File: config.mk
export PLATFORM = sky130hd
export DESIGN_NAME = alu_exec_stage
export DESIGN_NICKNAME = d
export VERILOG_FILES = /design/src/rtl/alu_exec_stage.sv
export SDC_FILE = /design/constraint.sdc
export NUM_CORES = 1
export LEC_CHECK = 0
export ABC_CLOCK_PERIOD_IN_PS = 4300
export CORE_MARGIN = 5
export CORE_UTILIZATION = 31
export DETAILED_ROUTE_END_ITERATION = 12
export GPL_ROUTABILITY_DRIVEN = 0
export GPL_TIMING_DRIVEN = 0
export PLACE_DENSITY = 0.46
export SLEW_MARGIN = 10
export SYNTH_ARGS = -nofsm -noshare
export SYNTH_HDL_FRONTEND = slang
export SYNTH_SLANG_ARGS = --single-unit
export TNS_END_PERCENT = 100
File: constraint.sdc
create_clock -name clk -period 4.3 [get_ports clk]
set_clock_uncertainty 0.15 [all_clocks]
set_input_delay 0.86 -clock clk [delete_from_list [all_inputs] [get_ports clk]]
set_output_delay 0.86 -clock clk [all_outputs]
set_load 0.03 [all_outputs]
File: src/rtl/alu_exec_stage.sv
// ---------------------------------------------------------------------------
// alu_exec_stage
//
// Execute stage sitting between the register file read ports and its write
// port. Single-cycle ALU operations write back one cycle after acceptance;
// MUL runs a 32-iteration shift-add loop and writes back when it finishes.
//
// Handshake: a request (op, rs1_data, rs2_data, rd_addr) transfers on a
// rising edge where in_valid && in_ready are both high. in_ready depends only
// on the FSM state, never on in_valid. While in_ready is low the upstream
// source holds its request stable, and this stage ignores it.
//
// Ports
//   clk       rising-edge clock
//   clr       synchronous active-high reset
//   in_valid  request present this cycle
//   in_ready  stage can accept (state == IDLE)
//   op        000 ADD, 001 SUB, 010 AND, 011 OR, 100 XOR, 101 SLT,
//             110 SLL, 111 MUL
//   rs1_data  operand A
//   rs2_data  operand B
//   rd_addr   destination register
//   wb_en     one-cycle write strobe to the register file
//   wb_addr   destination address, valid while wb_en
//   wb_data   result, valid while wb_en
//   busy      high while the FSM is in MUL; doubles as the state observation
//             point (busy == (state == ST_MUL))
// ---------------------------------------------------------------------------
module alu_exec_stage #(
  parameter int DW   = 32,
  parameter int AW   = 5,
  parameter int MULC = 32
) (
  input  logic          clk,
  input  logic          clr,
  input  logic          in_valid,
  output logic          in_ready,
  input  logic [2:0]    op,
  input  logic [DW-1:0] rs1_data,
  input  logic [DW-1:0] rs2_data,
  input  logic [AW-1:0] rd_addr,
  output logic          wb_en,
  output logic [AW-1:0] wb_addr,
  output logic [DW-1:0] wb_data,
  output logic          busy
);

  localparam int CW = $clog2(MULC + 1);
  localparam int SW = $clog2(DW);

  localparam logic [2:0] OP_ADD = 3'b000;
  localparam logic [2:0] OP_SUB = 3'b001;
  localparam logic [2:0] OP_AND = 3'b010;
  localparam logic [2:0] OP_OR  = 3'b011;
  localparam logic [2:0] OP_XOR = 3'b100;
  localparam logic [2:0] OP_SLT = 3'b101;
  localparam logic [2:0] OP_SLL = 3'b110;
  localparam logic [2:0] OP_MUL = 3'b111;

  typedef enum logic [0:0] {
    ST_IDLE = 1'b0,
    ST_MUL  = 1'b1
  } state_t;

  state_t state, state_next;

  logic [DW-1:0] mul_a;
  logic [DW-1:0] mul_b;
  logic [DW-1:0] acc;
  logic [CW-1:0] cnt;
  logic [AW-1:0] rd_lat;

  logic          xfer;
  logic          mul_start;
  logic          mul_last;
  logic [DW-1:0] alu_result;
  logic [DW-1:0] acc_next;

  assign in_ready  = (state == ST_IDLE);
  assign busy      = (state == ST_MUL);
  assign xfer      = in_valid && in_ready;
  assign mul_start = xfer && (op == OP_MUL);
  // Edge on which the counter moves from MULC-1 to MULC: the final iteration.
  assign mul_last  = (state == ST_MUL) && (cnt == CW'(MULC - 1));
  // Accumulator including this edge's conditional add, so the final add is
  // folded into the written-back result.
  assign acc_next  = acc + (mul_b[0] ? mul_a : '0);

  // Single-cycle ALU.
  always_comb begin
    alu_result = '0;
    unique case (op)
      OP_ADD:  alu_result = rs1_data + rs2_data;
      OP_SUB:  alu_result = rs1_data - rs2_data;
      OP_AND:  alu_result = rs1_data & rs2_data;
      OP_OR:   alu_result = rs1_data | rs2_data;
      OP_XOR:  alu_result = rs1_data ^ rs2_data;
      OP_SLT:  alu_result = {{(DW-1){1'b0}}, ($signed(rs1_data) < $signed(rs2_data))};
      OP_SLL:  alu_result = rs1_data << rs2_data[SW-1:0];
      OP_MUL:  alu_result = '0;
      default: alu_result = '0;
    endcase
  end

  // FSM next state.
  always_comb begin
    state_next = state;
    unique case (state)
      ST_IDLE: if (mul_start) state_next = ST_MUL;
      ST_MUL:  if (mul_last)  state_next = ST_IDLE;
      default: state_next = ST_IDLE;
    endcase
  end

  // FSM state register.
  always_ff @(posedge clk) begin
    if (clr) state <= ST_IDLE;
    else     state <= state_next;
  end

  // Multiplier datapath.
  always_ff @(posedge clk) begin
    if (clr) begin
      mul_a  <= '0;
      mul_b  <= '0;
      acc    <= '0;
      cnt    <= '0;
      rd_lat <= '0;
    end else if (mul_start) begin
      mul_a  <= rs1_data;
      mul_b  <= rs2_data;
      acc    <= '0;
      cnt    <= '0;
      rd_lat <= rd_addr;
    end else if (state == ST_MUL) begin
      acc   <= acc_next;
      mul_a <= mul_a << 1;
      mul_b <= mul_b >> 1;
      cnt   <= cnt + CW'(1);
    end
  end

  // Write-back register. wb_addr/wb_data hold their last value when wb_en is
  // low; only the strobe is a pulse.
  always_ff @(posedge clk) begin
    if (clr) begin
      wb_en   <= 1'b0;
      wb_addr <= '0;
      wb_data <= '0;
    end else if (mul_last) begin
      wb_en   <= 1'b1;
      wb_addr <= rd_lat;
      wb_data <= acc_next;
    end else if (xfer && !mul_start) begin
      wb_en   <= 1'b1;
      wb_addr <= rd_addr;
      wb_data <= alu_result;
    end else begin
      wb_en   <= 1'b0;
    end
  end

endmodule

==> flow_summary.yaml, run 1 <==
route:
  drtAntennaViolNets: 0
  drcViolationCount: 0
  totalWireLength_microns: 64900
  vias: 15296
  via_per_inst: 5.84
  first_pass_iters: 6
  initialDrtViolationCount: 1611
  wl_per_cell_microns: 24.8
synth:
  synthXorXnorAreaFrac: 0.0349
  synthAdderAreaFrac: 0.121
  yosysWarnings: 0
  synth-simple-area-share: 0.177
  synth_seq_cells: 146
  synthDistinctLibCells: 80
  ys_seq_area_frac: 0.212
  synth_top_family_by_area: "compound AO/OA/AOI/OAI gates"
  synth-edff-count: 0
  syn-num-nets: 2088
  syn_area_sq_um: 13800
  synthArstFlopShare: 0
  synth.area.mux_share: 0.0737
  ys.flop_type: "dfxtp_1"
  syn_inst: 1881
  synth_compound_area_frac: 0.311
  syn_area_per_cell_sq_um: 7.33
clocking:
  htree_num_levels: 4
  clkLatencyLatePin_ns: 0.48
  clkSinkCount: 146
  cts_tree: "done"
  cts_buffer_depth: 2
  cts-root-buf: "clkbuf_16"
  cts_buffers: 17
  hold_buffers: 0
  cts.clk_slew.worst_paths_ns: 0.07
finish:
  drive_above_1_share: 0.0879
  area_delta_synth_final_pct: 21.0
  final_nets: 2220
  most-common-layout-cells: "a21oi_1, nand2_1, nor2_1"
  final_common_cell: "a21oi_1"
  diodes: 0
  fin_area_sq_um: 16700
  nFillCells: 4796
  postLayoutCoreUtil: 0.378
timing:
  whs_ns: 0.308
  finalHoldViolations: 0
  relSlewSlack: 0.259
  final_max_slew_viol_count: 0
  period_share: 0.992
  period_minus_slack_ns: 4.26
  tightest_slew_ns: 1.11
  finalSetupViolCount: 0
  maxClockFrequency_mhz: 235
  worst_slack_ns: 0.0361
worst_setup_path:
  crit_fanout: 10
  endpoint_kind: "flip-flop"
  required_ns: 4.45
  critical_path.max_stage_delay_ns: 0.51
  cp.arrival_ns: 4.42
  crit_path_top_delay_cell: "dlygate4sd2_1"
  path_cells: "dlygate4sd2_1 -> inv_1 -> ha_1 -> buf_4 -> or4_4 -> nor3_4 -> and2_1 -> a211oi_2 -> buf_4 -> o21ai_4 -> a311oi_2 -> buf_4 -> o21bai_1 -> a21o_1 -> o21ai_1 -> a221oi_2 -> a2111oi_2"
  criticalPathCategory: "primary input to flip-flop"
  worst_setup_path_start_kind: "primary input"
  crit_top_cell: "buf_4"
global_route:
  grt_overflow: 0
  grt_max_degree: 17
  grt_usage: 0.253
  grt_pass1_vias: 14778
  grt_pass1_wl_microns: 95000
  antenna_found_initial: 1
placed_design:
  port_buffers: 112
  place_area_sq_um: 15700
  dpl_worst_slack_ns: -1.97
  hpwl_microns: 51300
floorplan:
  initial_core_util: 0.313
  core_sq_um: 44100
  io_pins: 115
  rows: 77
  die_h_microns: 221
  dieWidth_microns: 221
  dieArea_sq_um: 48800
power_and_ir_drop:
  power_mw: 4.57
  ir_worst_vdd_v: 0.000167
  power_density_nw_per_um2: 274
  leakagePower_nw: 6.70
worst_hold_path:
  hp-class: "flip-flop to flip-flop"
job:
  cap_viol_max_count: 0
status:
  outcome: "finished clean"
[area by class of cell]
class | instances | area (sq um) | share of cell area
tap | 592 | 741 | 0.0444
buffer | 118 | 546 | 0.0327
timing repair buffer | 121 | 1160 | 0.0694
sequential | 146 | 2920 | 0.175
inverter | 127 | 489 | 0.0293
clock buffer | 19 | 453 | 0.0271
clock inverter | 13 | 150 | 0.00899
multi-input combinational | 1482 | 10200 | 0.613
[synthesized netlist by cell type (29+ instances only)]
cell type	n	area [sq um]
a21oi_1	248	1240
o21ai_0	91	455
nand2_1	196	736
ha_1	129	1610
nand3_1	29	145
mux2i_1	60	601
dfxtp_1	146	2920
inv_1	123	462
and2_1	38	238
xnor2_1	37	324
nor2_1	180	676
a22oi_1	79	593
clkbuf_1	100	375
[sequential cells by signal, summed over array words and instances (netlist names)]
register	cells
busy	1
cnt	6
acc	32
mul_b	32
wb_addr	5
mul_a	32
wb_data	32
rd_lat	5
wb_en	1
[what timing repair did]
| action | in CTS | in global routing |
|---|---|---|
| gates resized for setup | 95 | 83 |
| endpoints found under the setup margin | 36 | 40 |
| setup buffers | 7 | 2 |
| cloned | 0 | 0 |
| pin swaps | 15 | 17 |
[where the power goes]
part           switching (mW)  internal [mW]
Clock                   0.716          0.896
Sequential             0.0339           1.40
Combinational            1.00          0.528
Total                    1.75           2.82
[kinds of logic after synthesis]
group / Yosys count
adder cells (fa/ha/maj): 132
AO/OA/AOI/OAI: 665
XOR/XNOR: 55
multiplexers: 81
buffers and inverters: 253
AND/OR/NAND/NOR: 549
flip-flops: 146
[layer usage]
layer / vias to the layer above / share of wire / global-route usage
li1: 7055 / - / -
met1: 7366 / 0.44 / 0.338
met2: 716 / 0.45 / 0.411
met3: 157 / 0.071 / 0.0474
met4: 2 / 0.041 / 0.0906
met5: - / 0.00020 / 0
[per-stage QoR]
| stage | instances | TNS, ns |
|---|---|---|
| 2_1_floorplan | 1881 | 0 |
| 3_3_place_gp | 2585 | -54.11 |
| 3_5_place_dp | 2585 | -52.50 |
| 4_1_cts | 2622 | -0.0272 |
| 5_1_grt | 2618 | -0.0116 |
| 6_report | 2618 | 0 |
[final timing paths]
path / startpoint / to / slack [ns] / cells after the start
worst max-delay path: rs1_data[12] / wb_data[29]$_SDFFE_PP0P_ / 0.04 / 17
worst min-delay path: mul_b[8]$_SDFFE_PP0P_ / mul_b[8]$_SDFFE_PP0P_ / 0.31 / 2
worst max register to register: mul_b[0]$_SDFFE_PP0P_ / wb_data[31]$_SDFFE_PP0P_ / 0.26 / 15
worst min register to register: mul_b[8]$_SDFFE_PP0P_ / mul_b[8]$_SDFFE_PP0P_ / 0.31 / 2
[worst max-delay path, delay by kind of cell]
kind,cells,cell delay [ns]
adder cells (fa/ha/maj),1,0.30
buffers and inverters,5,1.13
AND/OR/NAND/NOR,3,0.84
AO/OA/AOI/OAI,8,1.27
Note: power is estimated with default switching activity, not from simulation.
==> inputs of run 2 (changes only) <==
- CORE_MARGIN: 5 -> 4
- SKIP_LAST_GASP: unset -> 1
==> run 2 against run 1 <==
Core utilization is 0.068 points higher. Final area increased by 0.18%. Worst setup slack lost 0.032 ns. Sequential power about the same. Clock-buffer cell count shrank 1. Hold slack improved by 0.0016 ns. Fmax shrank 0.73%. Sequential share of layout area hardly changed. Die area is 1.8% lower. Combinational power hardly changed. Flip-flop and latch count unchanged. Largest cell class unchanged.
==> flow_summary.yaml, run 2 (synthesized netlist as in run 1, its figures left out) <==
floorplan:
  dieWidth_microns: 219
  rows: 77
  dieArea_sq_um: 47900
  initial_core_util: 0.313
  die_h_microns: 219
  io_pins: 115
  core_sq_um: 44100
finish:
  most-common-layout-cells: "a21oi_1, nand2_1, nor2_1"
  postLayoutCoreUtil: 0.379
  fin_area_sq_um: 16700
  area_delta_synth_final_pct: 21.3
  final_common_cell: "a21oi_1"
  final_nets: 2226
  drive_above_1_share: 0.0856
  nFillCells: 4754
  register_area_sq_um: 2920
  diodes: 0
  multi_input_area_sq_um: 10300
timing:
  maxClockFrequency_mhz: 233
  finalHoldViolations: 0
  relSlewSlack: 0.208
  rsz0062_at_grt: "yes"
  period_minus_slack_ns: 4.30
  tns_ns: 0
  final_max_slew_viol_count: 0
  period_share: 0.999
  worst_slack_ns: 0.00455
  finalSetupViolCount: 0
  tightest_slew_ns: 1.19
worst_setup_path:
  endpoint_kind: "flip-flop"
  r2r_end: "wb_data[30]$_SDFFE_PP0P_"
  timing.rr.start: "mul_b[0]$_SDFFE_PP0P_"
  startpoint: "rs2_data[2]"
  cp.arrival_ns: 4.53
  required_ns: 4.54
  path_cells: "clkdlybuf4s15_2 -> clkbuf_8 -> inv_6 -> clkbuf_16 -> buf_8 -> ha_1 -> o311ai_2 -> a211oi_2 -> a211oi_2 -> buf_4 -> nand2_2 -> a21boi_1 -> nor2_1 -> o41ai_2 -> mux2i_1 -> o221ai_1 -> a21oi_1"
  crit_fanout: 11
  criticalPathCategory: "primary input to flip-flop"
  crit_path_top_delay_cell: "o311ai_2"
  worst_setup_path_start_kind: "primary input"
  critical_path.max_stage_delay_ns: 0.44
  crit_top_cell: "a211oi_2"
  reg2regPathDepth: 14
  ff2ff_setup_slack_ns: 0.38
clocking:
  cts_buffers: 17
  cts_buffer_depth: 2
  cts.clk_slew.worst_paths_ns: 0.08
  clkLatencyLatePin_ns: 0.46
  htree_num_levels: 4
  cts_tree: "done"
  clkSinkCount: 146
  cts-root-buf: "clkbuf_16"
  hold_buffers: 0
placed_design:
  place_area_sq_um: 15700
  hpwl_microns: 51100
  dpl_worst_slack_ns: -2.02
  port_buffers: 112
worst_hold_path:
  min_path_cells: 2
  hp-class: "flip-flop to flip-flop"
  hold_start: "mul_b[20]$_SDFFE_PP0P_"
  hold_end: "mul_b[20]$_SDFFE_PP0P_"
route:
  vias: 15426
  via_per_inst: 5.88
  totalWireLength_microns: 65700
  wl_per_cell_microns: 25.0
  initialDrtViolationCount: 1660
  drcViolationCount: 0
  first_pass_iters: 6
  drtAntennaViolNets: 0
global_route:
  antenna_found_initial: 2
  grt_overflow: 0
  grt_pass1_vias: 14888
  grt_usage: 0.268
  grt_pass1_wl_microns: 96200
  grt_max_degree: 17
power_and_ir_drop:
  leakagePower_nw: 6.68
  ir_worst_vdd_v: 0.000183
  power_density_nw_per_um2: 269
  power_mw: 4.50
status:
  outcome: "finished clean"
job:
  cap_viol_max_count: 0
-- run 2: cell count changes in the layout (fill, tap and decap cells not counted), sizes merged, moves of 2 or more --
| cell | delta |
|---|---|
| buf | +3 |
| clkbuf | -5 |
| dlymetal6s2s | -5 |
| clkdlybuf4s15 | +3 |
| clkinv | +2 |
| inv | +2 |
| dlygate4sd2 | +7 |
| bufinv | -2 |
| clkdlybuf4s50 | +2 |
-- run 2: critical path: cells and delay by family --
kind	cells	cell delay (ns)
AO/OA/AOI/OAI	7	1.93
buffers and inverters	6	0.97
multiplexers	1	0.34
adder cells (fa/ha/maj)	1	0.22
AND/OR/NAND/NOR	2	0.18
-- run 2: final cells by class --
cell class	instances	area share
Buffer	120	0.0339
Multi-Input combinational cell	1482	0.613
Tap cell	592	0.0443
Sequential cell	146	0.175
Inverter	127	0.0292
Clock inverter	14	0.00733
Timing Repair Buffer	125	0.0718
Clock buffer	18	0.0257
-- run 2: per-layer routing --
metal  routed length (microns)  track usage
met1                     27800        0.351
met2                     29300        0.428
met3                      5520       0.0564
met4                      3000        0.113
met5                        20            0
-- run 2: timing repair --
item / in CTS / in global routing
setup buffers: 7 / 5
gates cloned: 0 / 1
pin swaps: 20 / 23
endpoints found under the setup margin: 31 / 44
gates resized for setup: 96 / 61
-- run 2: how the worst max path moves through the flow --
stage | slack (ns) | end | depth (start not counted)
floorplan | 0.003 | wb_data[26]$_SDFFE_PP0P_ | 15
global placement | -2.02 | wb_data[26]$_SDFFE_PP0P_ | 16
detailed placement | -2.02 | wb_data[26]$_SDFFE_PP0P_ | 16
CTS | -0.03 | wb_data[31]$_SDFFE_PP0P_ | 17
global route | -0.05 | wb_data[21]$_SDFFE_PP0P_ | 16
finish | 0.005 | wb_data[21]$_SDFFE_PP0P_ | 17
-- run 2: through the flow --
| stage | std cells | hold slack, ns |
|---|---|---|
| finish | 2624 | 0.310 |
| global route | 2624 | 0.325 |
| CTS | 2624 | 0.309 |
| detailed placement | 2585 | 0.297 |
| global placement | 2585 | 0.293 |
| floorplan | 1881 | 0.287 |
-- run 2: power breakdown --
| group | switching, mW | internal [mW] | total (mW) |
|---|---|---|---|
| Clock | 0.756 | 0.759 | 1.51 |
| Combinational | 1.01 | 0.536 | 1.55 |
| Sequential | 0.0347 | 1.40 | 1.43 |
